==> src/rtl/scan_tester_pkg.sv <==
// Shared types and width helpers for the scan chain test engine.
package scan_tester_pkg;

  typedef enum logic [1:0] {
    ST_IDLE,
    ST_SHIFT,
    ST_CAPTURE,
    ST_REPORT
  } scan_state_t;

  // Mismatch counter width: must hold NUM_CHAINS*CHAIN_LEN inclusive.
  function automatic int unsigned cnt_width(input int unsigned chains, input int unsigned len);
    return $clog2(chains * len + 1);
  endfunction

  // Shift index width (CHAIN_LEN >= 2, floor of 1 for safety).
  function automatic int unsigned idx_width(input int unsigned len);
    return (len < 2) ? 1 : $clog2(len);
  endfunction

  // Chain index width, at least one bit even for a single chain.
  function automatic int unsigned chain_width(input int unsigned chains);
    return (chains < 2) ? 1 : $clog2(chains);
  endfunction

endpackage

==> src/rtl/scan_popcount.sv <==
// Combinational population count of the per-chain mismatch vector.
module scan_popcount #(
  parameter int unsigned WIDTH = 1,
  parameter int unsigned CNT_W = $clog2(WIDTH + 1)
) (
  input  logic [WIDTH-1:0] vec,
  output logic [CNT_W-1:0] cnt
);

  // Sum of set bits.
  always_comb begin
    cnt = '0;
    for (int unsigned i = 0; i < WIDTH; i++) begin
      cnt = cnt + CNT_W'(vec[i]);
    end
  end

endmodule

==> src/rtl/scan_chain_tester.sv <==
// Multi-chain scan test engine: loads a pattern MSB-first into every chain,
// compares the simultaneous unload against a masked expected response and
// reports pass/fail with mismatch statistics.
module scan_chain_tester
  import scan_tester_pkg::*;
#(
  parameter int unsigned CHAIN_LEN  = 8,
  parameter int unsigned NUM_CHAINS = 1,
  parameter int unsigned CNT_W      = cnt_width(NUM_CHAINS, CHAIN_LEN)
) (
  input  logic                                  sclk,
  input  logic                                  rst_n,
  input  logic                                  pat_valid,
  output logic                                  pat_ready,
  input  logic [NUM_CHAINS*CHAIN_LEN-1:0]       pat_stim,
  input  logic [NUM_CHAINS*CHAIN_LEN-1:0]       pat_exp,
  input  logic [NUM_CHAINS*CHAIN_LEN-1:0]       pat_mask,
  input  logic                                  pat_capture,
  output logic                                  scan_en,
  output logic [NUM_CHAINS-1:0]                 scan_in,
  input  logic [NUM_CHAINS-1:0]                 scan_out,
  output logic                                  res_valid,
  input  logic                                  res_ready,
  output logic                                  res_fail,
  output logic [CNT_W-1:0]                      res_err_cnt,
  output logic [idx_width(CHAIN_LEN)-1:0]       res_first_idx,
  output logic [chain_width(NUM_CHAINS)-1:0]    res_first_chain,
  output logic                                  busy
);

  localparam int unsigned TOTAL  = NUM_CHAINS * CHAIN_LEN;
  localparam int unsigned IDX_W  = idx_width(CHAIN_LEN);
  localparam int unsigned CH_W   = chain_width(NUM_CHAINS);
  localparam int unsigned POP_W  = $clog2(NUM_CHAINS + 1);
  localparam logic [IDX_W-1:0] LAST_K = IDX_W'(CHAIN_LEN - 1);

  scan_state_t       state_q, state_d;
  logic [IDX_W-1:0]  k_q, k_d;
  logic [TOTAL-1:0]  stim_q, stim_d;
  logic [TOTAL-1:0]  exp_q, exp_d;
  logic [TOTAL-1:0]  mask_q, mask_d;
  logic              cap_q, cap_d;
  logic [CNT_W-1:0]  err_cnt_q, err_cnt_d;
  logic [IDX_W-1:0]  first_idx_q, first_idx_d;
  logic [CH_W-1:0]   first_chain_q, first_chain_d;
  logic              found_q, found_d;

  logic              scan_en_q, scan_en_d;
  logic [NUM_CHAINS-1:0] scan_in_q, scan_in_d;
  logic              res_valid_q, res_valid_d;
  logic              res_fail_q, res_fail_d;
  logic [CNT_W-1:0]  res_err_cnt_q, res_err_cnt_d;
  logic [IDX_W-1:0]  res_first_idx_q, res_first_idx_d;
  logic [CH_W-1:0]   res_first_chain_q, res_first_chain_d;
  logic              busy_q, busy_d;

  logic [NUM_CHAINS-1:0] mismatch;
  logic [POP_W-1:0]      pop_cnt;
  logic [CH_W-1:0]       hit_chain;
  logic                  hit_any;
  logic                  load_res;

  // The latched stim/exp/mask registers shift left per chain each SHIFT
  // cycle, so the current bit of every chain always sits at its slice MSB.
  // Per-chain mismatch at the current shift position and lowest failing chain.
  always_comb begin
    mismatch  = '0;
    hit_chain = '0;
    hit_any   = 1'b0;
    for (int unsigned c = 0; c < NUM_CHAINS; c++) begin
      mismatch[c] = mask_q[c*CHAIN_LEN + CHAIN_LEN - 1] &
                    (scan_out[c] ^ exp_q[c*CHAIN_LEN + CHAIN_LEN - 1]);
      if (mismatch[c] && !hit_any) begin
        hit_chain = CH_W'(c);
        hit_any   = 1'b1;
      end
    end
  end

  scan_popcount #(
    .WIDTH (NUM_CHAINS),
    .CNT_W (POP_W)
  ) u_popcount (
    .vec (mismatch),
    .cnt (pop_cnt)
  );

  // Next-state, datapath and registered-output logic.
  always_comb begin
    state_d           = state_q;
    k_d               = k_q;
    stim_d            = stim_q;
    exp_d             = exp_q;
    mask_d            = mask_q;
    cap_d             = cap_q;
    err_cnt_d         = err_cnt_q;
    first_idx_d       = first_idx_q;
    first_chain_d     = first_chain_q;
    found_d           = found_q;
    scan_en_d         = 1'b0;
    scan_in_d         = '0;
    res_valid_d       = res_valid_q;
    res_fail_d        = res_fail_q;
    res_err_cnt_d     = res_err_cnt_q;
    res_first_idx_d   = res_first_idx_q;
    res_first_chain_d = res_first_chain_q;
    load_res          = 1'b0;

    unique case (state_q)
      ST_IDLE: begin
        if (pat_valid) begin
          stim_d        = pat_stim;
          exp_d         = pat_exp;
          mask_d        = pat_mask;
          cap_d         = pat_capture;
          err_cnt_d     = '0;
          first_idx_d   = '0;
          first_chain_d = '0;
          found_d       = 1'b0;
          k_d           = '0;
          scan_en_d     = 1'b1;
          for (int unsigned c = 0; c < NUM_CHAINS; c++) begin
            scan_in_d[c] = pat_stim[c*CHAIN_LEN + CHAIN_LEN - 1];
          end
          state_d = ST_SHIFT;
        end
      end
      ST_SHIFT: begin
        err_cnt_d = err_cnt_q + CNT_W'(pop_cnt);
        if (!found_q && hit_any) begin
          found_d       = 1'b1;
          first_idx_d   = k_q;
          first_chain_d = hit_chain;
        end
        for (int unsigned c = 0; c < NUM_CHAINS; c++) begin
          stim_d[c*CHAIN_LEN +: CHAIN_LEN] = {stim_q[c*CHAIN_LEN +: CHAIN_LEN-1], 1'b0};
          exp_d[c*CHAIN_LEN +: CHAIN_LEN]  = {exp_q[c*CHAIN_LEN +: CHAIN_LEN-1], 1'b0};
          mask_d[c*CHAIN_LEN +: CHAIN_LEN] = {mask_q[c*CHAIN_LEN +: CHAIN_LEN-1], 1'b0};
        end
        if (k_q == LAST_K) begin
          if (cap_q) begin
            state_d = ST_CAPTURE;
          end else begin
            state_d  = ST_REPORT;
            load_res = 1'b1;
          end
        end else begin
          k_d       = k_q + IDX_W'(1);
          scan_en_d = 1'b1;
          for (int unsigned c = 0; c < NUM_CHAINS; c++) begin
            scan_in_d[c] = stim_q[c*CHAIN_LEN + CHAIN_LEN - 2];
          end
        end
      end
      ST_CAPTURE: begin
        state_d  = ST_REPORT;
        load_res = 1'b1;
      end
      ST_REPORT: begin
        if (res_ready) begin
          res_valid_d = 1'b0;
          state_d     = ST_IDLE;
        end
      end
      default: state_d = ST_IDLE;
    endcase

    if (load_res) begin
      res_valid_d       = 1'b1;
      res_fail_d        = (err_cnt_d != '0);
      res_err_cnt_d     = err_cnt_d;
      res_first_idx_d   = first_idx_d;
      res_first_chain_d = first_chain_d;
    end

    busy_d = (state_d != ST_IDLE);
  end

  // State and output registers; reset aborts any pattern in flight.
  always_ff @(posedge sclk or negedge rst_n) begin
    if (!rst_n) begin
      state_q           <= ST_IDLE;
      k_q               <= '0;
      stim_q            <= '0;
      exp_q             <= '0;
      mask_q            <= '0;
      cap_q             <= 1'b0;
      err_cnt_q         <= '0;
      first_idx_q       <= '0;
      first_chain_q     <= '0;
      found_q           <= 1'b0;
      scan_en_q         <= 1'b0;
      scan_in_q         <= '0;
      res_valid_q       <= 1'b0;
      res_fail_q        <= 1'b0;
      res_err_cnt_q     <= '0;
      res_first_idx_q   <= '0;
      res_first_chain_q <= '0;
      busy_q            <= 1'b0;
    end else begin
      state_q           <= state_d;
      k_q               <= k_d;
      stim_q            <= stim_d;
      exp_q             <= exp_d;
      mask_q            <= mask_d;
      cap_q             <= cap_d;
      err_cnt_q         <= err_cnt_d;
      first_idx_q       <= first_idx_d;
      first_chain_q     <= first_chain_d;
      found_q           <= found_d;
      scan_en_q         <= scan_en_d;
      scan_in_q         <= scan_in_d;
      res_valid_q       <= res_valid_d;
      res_fail_q        <= res_fail_d;
      res_err_cnt_q     <= res_err_cnt_d;
      res_first_idx_q   <= res_first_idx_d;
      res_first_chain_q <= res_first_chain_d;
      busy_q            <= busy_d;
    end
  end

  assign pat_ready       = (state_q == ST_IDLE);
  assign scan_en         = scan_en_q;
  assign scan_in         = scan_in_q;
  assign res_valid       = res_valid_q;
  assign res_fail        = res_fail_q;
  assign res_err_cnt     = res_err_cnt_q;
  assign res_first_idx   = res_first_idx_q;
  assign res_first_chain = res_first_chain_q;
  assign busy            = busy_q;

endmodule
==> config.mk <==
export PLATFORM = sky130hd
export DESIGN_NAME = scan_chain_tester
export DESIGN_NICKNAME = d
export VERILOG_FILES = /design/src/rtl/scan_tester_pkg.sv /design/src/rtl/scan_popcount.sv /design/src/rtl/scan_chain_tester.sv
export SDC_FILE = /design/constraint.sdc
export NUM_CORES = 1
export LEC_CHECK = 0
export CORE_ASPECT_RATIO = 0.7
export CORE_UTILIZATION = 47
export DETAILED_ROUTE_END_ITERATION = 12
export HOLD_SLACK_MARGIN = 0.03
export PLACE_DENSITY = 0.81
export SYNTH_ARGS = -nofsm -noshare
export SYNTH_HDL_FRONTEND = slang
export SYNTH_SLANG_ARGS = --single-unit
==> constraint.sdc <==
create_clock -name sclk -period 1.8 [get_ports sclk]
set_input_delay 0.54 -clock sclk [delete_from_list [all_inputs] [get_ports sclk]]
set_output_delay 0.54 -clock sclk [all_outputs]
set_load 0.03 [all_outputs]
[Yosys cells after proc, flatten, opt, wreduce, memory -nomap -nowiden]
Index checks and enable logic that the tools add are counted.
Storage, ports and cells
  output and inout port bits: 14
  word-level logic and storage cells: 80
  register bits: 51
Operators by class
  reduce and logical (&&, ||, !) cells: 13
  equal/unequal tests: 7
  bitwise gates (word level): 2
  muxes and demuxes: 38
  add/sub/neg operators: 2
Operators with widths (count)
  8-bit case mux with 2 select lines: 2
  8-bit 2-to-1 mux: 2
  1-bit 2-to-1 mux: 15
  7-bit case mux with 2 select lines: 1
  3-bit 2-to-1 mux: 4
  3-bit case mux with 2 select lines: 2
  1-bit case mux with 2 select lines: 5
  2-bit case mux with 4 select lines: 1
  4-bit case mux with 2 select lines: 1
  2-bit nonzero test: 4
  7-bit 2-to-1 mux: 1
  2-bit 2-to-1 mux: 3
  2-bit inequality test, second input constant: 3
  2-bit AND reduction: 3
  3-bit AND reduction: 2
  4-bit by 1-bit adder with 4-bit output: 1
  2-bit == test, second input constant: 2
  4-bit 2-to-1 mux: 1
  4-bit nonzero test: 1
  3-bit by 1-bit adder with 3-bit output, second input constant: 1
  3-bit == test, second input constant: 1
  2-bit by 1-bit == test with 1-bit output, second input constant: 1
  2-bit logical NOT: 1
  1-bit bitwise AND: 1
  other kinds (3): 3

[Depth between registers and ports, before layout]
  word-level depth: 6
  mapped depth: 8

[By module]
Synthesis repeated with hierarchy kept, for this count alone.
Second synthesis, totals
  cell total of the unflattened synthesis: 240
  area total of the unflattened synthesis: 2532.4 µm²
Modules (own cells, without submodules)
  scan_chain_tester: area an instance 2524.9 µm², instances 1, seq. area each 1276.2 µm², cells an instance 239
  scan_popcount: area an instance 7.5 µm², instances 1, seq. area each 0.0 µm², cells an instance 1

[Worst setup path before layout]
Ideal clock, no wire load.
  path type: in2reg
  from: input port scan_out
  to: register res_fail_q (netlist: res_fail)
  path buffers: 0
  stages: 7
  required time: 1.674 ns
  arrival time: 1.949 ns
  slack: -0.275 ns
  path through: xor2_1 -> and2_1 -> ha_1 -> ha_1 -> a22o_1 -> nand2b_1 -> o32a_1
Between the ends
  cells in the longest elaborated chain, start to end: 5
RTL lines
  start, declared: RTL line scan_chain_tester.sv:21  | input logic [NUM_CHAINS-1:0] scan_out,
  1-bit XOR: RTL line scan_chain_tester.sv:72  | (scan_out[c] ^ exp_q[c*CHAIN_LEN + CHAIN_LEN - 1]);
  1-bit bitwise AND: RTL line scan_chain_tester.sv:71  | mismatch[c] = mask_q[c*CHAIN_LEN + CHAIN_LEN - 1] &
  4-bit by 1-bit adder with 4-bit output: RTL line scan_chain_tester.sv:129  | err_cnt_d = err_cnt_q + CNT_W'(pop_cnt);
  4-bit case mux with 2 select lines: RTL line scan_chain_tester.sv:109  | unique case (state_q)
  named net err_cnt_d[1]: RTL line scan_chain_tester.sv:43  | logic [CNT_W-1:0] err_cnt_q, err_cnt_d;
  4-bit nonzero test: RTL line scan_chain_tester.sv:170  | res_fail_d = (err_cnt_d != '0);
  end signal, assigned: RTL line scan_chain_tester.sv:214  | res_fail_q <= res_fail_d;
  end, declared: RTL line scan_chain_tester.sv:51  | logic res_fail_q, res_fail_d;
The timed path passes the listed nets, and every way through them passes these cells.
A chain may end at the register's enable or synchronous reset.

[Worst setup path in the final report]
  from: register exp_q[7]
  to: register res_fail_q (netlist: res_fail)
Between the ends
  cells in the longest elaborated chain, start to end: 5
RTL lines
  start, declared: RTL line scan_chain_tester.sv:40  | logic [TOTAL-1:0] exp_q, exp_d;
  start signal, assigned: RTL line scan_chain_tester.sv:204  | exp_q <= exp_d;
  1-bit XOR: RTL line scan_chain_tester.sv:72
  1-bit bitwise AND: RTL line scan_chain_tester.sv:71
  4-bit by 1-bit adder with 4-bit output: RTL line scan_chain_tester.sv:129
  4-bit case mux with 2 select lines: RTL line scan_chain_tester.sv:109
  named net err_cnt_d[1]: RTL line scan_chain_tester.sv:43
  4-bit nonzero test: RTL line scan_chain_tester.sv:170
The timed path passes the listed nets, and every way through them passes these cells.

==> results_dict.tcl <==
set metrics [dict create \
    finalNonFillerCells 373 \
    wl_per_cell_um 15.5 \
    drt_iter0_markers 73 \
    tns_ns -0.196 \
    io_pins 44 \
    drt_pass1_iterations 5 \
    outcome "finished with violations" \
    hold_buffers 0 \
    crit_type "flip-flop to flip-flop" \
    clk_latency_ns 0.32 \
    final_nets 341 \
    worst_slew_pin_slew_ns 0.396 \
    max_slew_margin_pct 73.6 \
    viasPerCell 5.27 \
    crit_slowest_cell "dfrtp_1" \
    fp.coreArea_um2 4940 \
    n_antenna_cell 0 \
    grt_overflow 0 \
    hpwl_mm 3.75 \
    placed_cell_area_um2 3160 \
    ctsRootBufferMaster "clkbuf_8" \
    grtUsageTotal_pct 22.0 \
    yosysUniqueCellTypes 38 \
    setup_viol 4 \
    cts_tree "built" \
    start_util_pct 50.3 \
    drc_errors 0 \
    fmax_mhz 515 \
    failed_checks "negative setup slack" \
    syn-mean-instance-area_um2 10.5 \
    ant_nets 0 \
    fin_ws_ns -0.143 \
    synth_warnings 0 \
    clockBufferDepth 2 \
    min_path_type "primary input to async pin" \
    end_kind "flip-flop" \
    final.min_clock_period_ns 1.94 \
    crit_fanout 2 \
    maxSlewViolCount 0 \
    cp_num_buf_inv 0 \
    grt_pass1_vias 2031 \
    max-vdd-ir-drop_mv 0.996 \
    cts_made_buffers 5 \
    antenna_found_initial 0 \
    netlist_area_um2 2490 \
    grt_max_degree 29 \
    drv_cap 0 \
    synth_seq_area_share_pct 51.3 \
    slowest_delay_ns 0.42 \
    path_common_cell "ha_4" \
    die_area_um2 5590 \
    rsz0062_at_grt "true" \
    cts_max_level 2 \
    design_area_um2 3400 \
    holdWs_ns 0.135 \
    start_kind "flip-flop" \
    cts.sink_count 51 \
    areaGrowthSynthToFinish_pct 36.9 \
    clk_pin_slew_ns 0.10 \
    dp_cells 355 \
    vias 1966 \
    port_buffers 43 \
    hold_viol_final 0 \
    synthCells 236 \
    grt_pass1_wl_mm 9.26 \
    cp.required_ns 2.00 \
    crit_family "compound AO/OA/AOI/OAI gates" \
    fp-row-count 21 \
    regToRegSetupSlack_ns -0.14 \
    critPathArrivalTime_ns 2.15 \
    routabilityCongestion 0.704 \
    powerDensity_nw_per_um2 1780 \
    finalPower_uw 6060 \
    drive_gt1_share_pct 21.4 \
    wl_mm 5.77 \
    fin_crit_sh_pct 108 \
    crit_chain "xor2_2 -> and2_4 -> ha_4 -> ha_4 -> a22o_1 -> nand2b_4 -> o32a_1" \
    p_leak_uw 0.00158 \
    die_x_um 88.9 \
    ys_ff_latch 51 \
    skew_ns 0.0107 \
    synth_nets 274 \
    fp.dieH_um 62.9 \
]
path summary, 6_finish.rpt:
check | from | endpoint | cells after the start
setup / recovery | exp_q[7] | res_fail | 7
hold / removal | rst_n | exp_q[0] | 1
setup reg to reg | exp_q[7] | res_fail | 7
hold reg to reg | res_valid | res_valid | 2
max in group asynchronous | rst_n | res_first_idx[1] | 2
min in group sclk | res_valid | res_valid | 2
power breakdown:
group	internal [uW]	switching, uW	total (uW)	leakage, uW
clock network	271	394	665	0.0000402
logic	1640	1800	3440	0.000886
registers	1650	313	1960	0.000651
total	3560	2500	6060	0.00158
routing by layer:
| layer | track usage, % | vias to the layer above | part of all wire (%) |
|---|---|---|---|
| li1 | - | 953 | - |
| met1 | 28.4 | 951 | 45 |
| met2 | 36.3 | 55 | 48 |
| met3 | 5.55 | 7 | 5.6 |
| met4 | 7.14 | 0 | 1.2 |
| met5 | 0 | - | 0 |
cells by family after synthesis:
kind of cell | Yosys count | share of synthesized area, %
AOI/OAI and AO/OA | 60 | 15.5
xor gates and xnor gates | 3 | 1.06
adders and majority gates | 8 | 4.03
buffers and inverters | 23 | 4.33
DFF | 51 | 51.3
muxes | 32 | 13.1
and+or+nand+nor | 59 | 10.6
cell usage after synthesis (all sizes together):
cell	count	area share, %
xor2	2	0.70
mux2	5	2.3
o31ai	1	0.30
a21boi	1	0.30
o21ai	30	6.0
inv	9	1.4
a221o	1	0.40
and3	3	0.75
a21oi	6	1.2
a32o	1	0.40
nand3	1	0.20
o32a	1	0.40
nand2b	2	0.50
nand3b	1	0.30
and2	1	0.25
a22o	7	2.5
clkbuf	5	0.75
ha	8	4.0
and3b	2	0.70
a32oi	1	0.35
nand2	37	5.6
dfrtp	51	51
nor2	7	1.1
buf	9	2.2
a22oi	4	1.4
a31o	3	1.1
nor2b	4	1.0
or2	1	0.25
o22ai	1	0.25
a21o	1	0.30
o21a	2	0.60
xnor2	1	0.35
mux2i	27	11
sequential cells by signal, summed over array words and instances (netlist names), 3 cells and up:
register / count
err_cnt_q: 4
stim_q: 7
res_first_idx: 3
exp_q: 8
mask_q: 8
res_err_cnt: 4
k_q: 3
first_idx_q: 3
what timing repair did:
| action | in CTS | in global routing |
|---|---|---|
| gates resized for setup | 27 | 9 |
| endpoints found under the setup margin | 25 | 10 |
| pin swaps | 8 | 0 |
| cloned | 0 | 1 |
| buffers inserted | 8 | 2 |
cell usage in the layout, fill, tap and decap left out, types with 6 or more instances in the layout:
| cell type | count |
|---|---|
| nor2_1 | 7 |
| dfrtp_1 | 51 |
| nand2_1 | 37 |
| a21oi_1 | 6 |
| mux2i_1 | 26 |
| a22o_1 | 7 |
| o21ai_0 | 25 |
| dlygate4sd2_1 | 13 |
| inv_1 | 7 |
| buf_4 | 25 |
| clkdlybuf4s50_1 | 27 |
through the flow:
stage,utilization (%),setup slack [ns]
6_report,68.9,-0.143
3_5_place_dp,64.0,-0.820
5_1_grt,68.9,-0.227
3_3_place_gp,64.0,-0.775
2_1_floorplan,-,-0.191
4_1_cts,67.2,-0.108
final cells by class:
cell class | instances | area, um^2
Clock inverter | 3 | 20.0
Timing Repair Buffer | 74 | 704
Sequential cell | 51 | 1280
Inverter | 9 | 33.8
Fill cell | 398 | 1540
Multi-Input combinational cell | 162 | 1210
Tap cell | 69 | 86.3
Clock buffer | 5 | 68.8
Note: power is estimated with default switching activity, not from simulation.
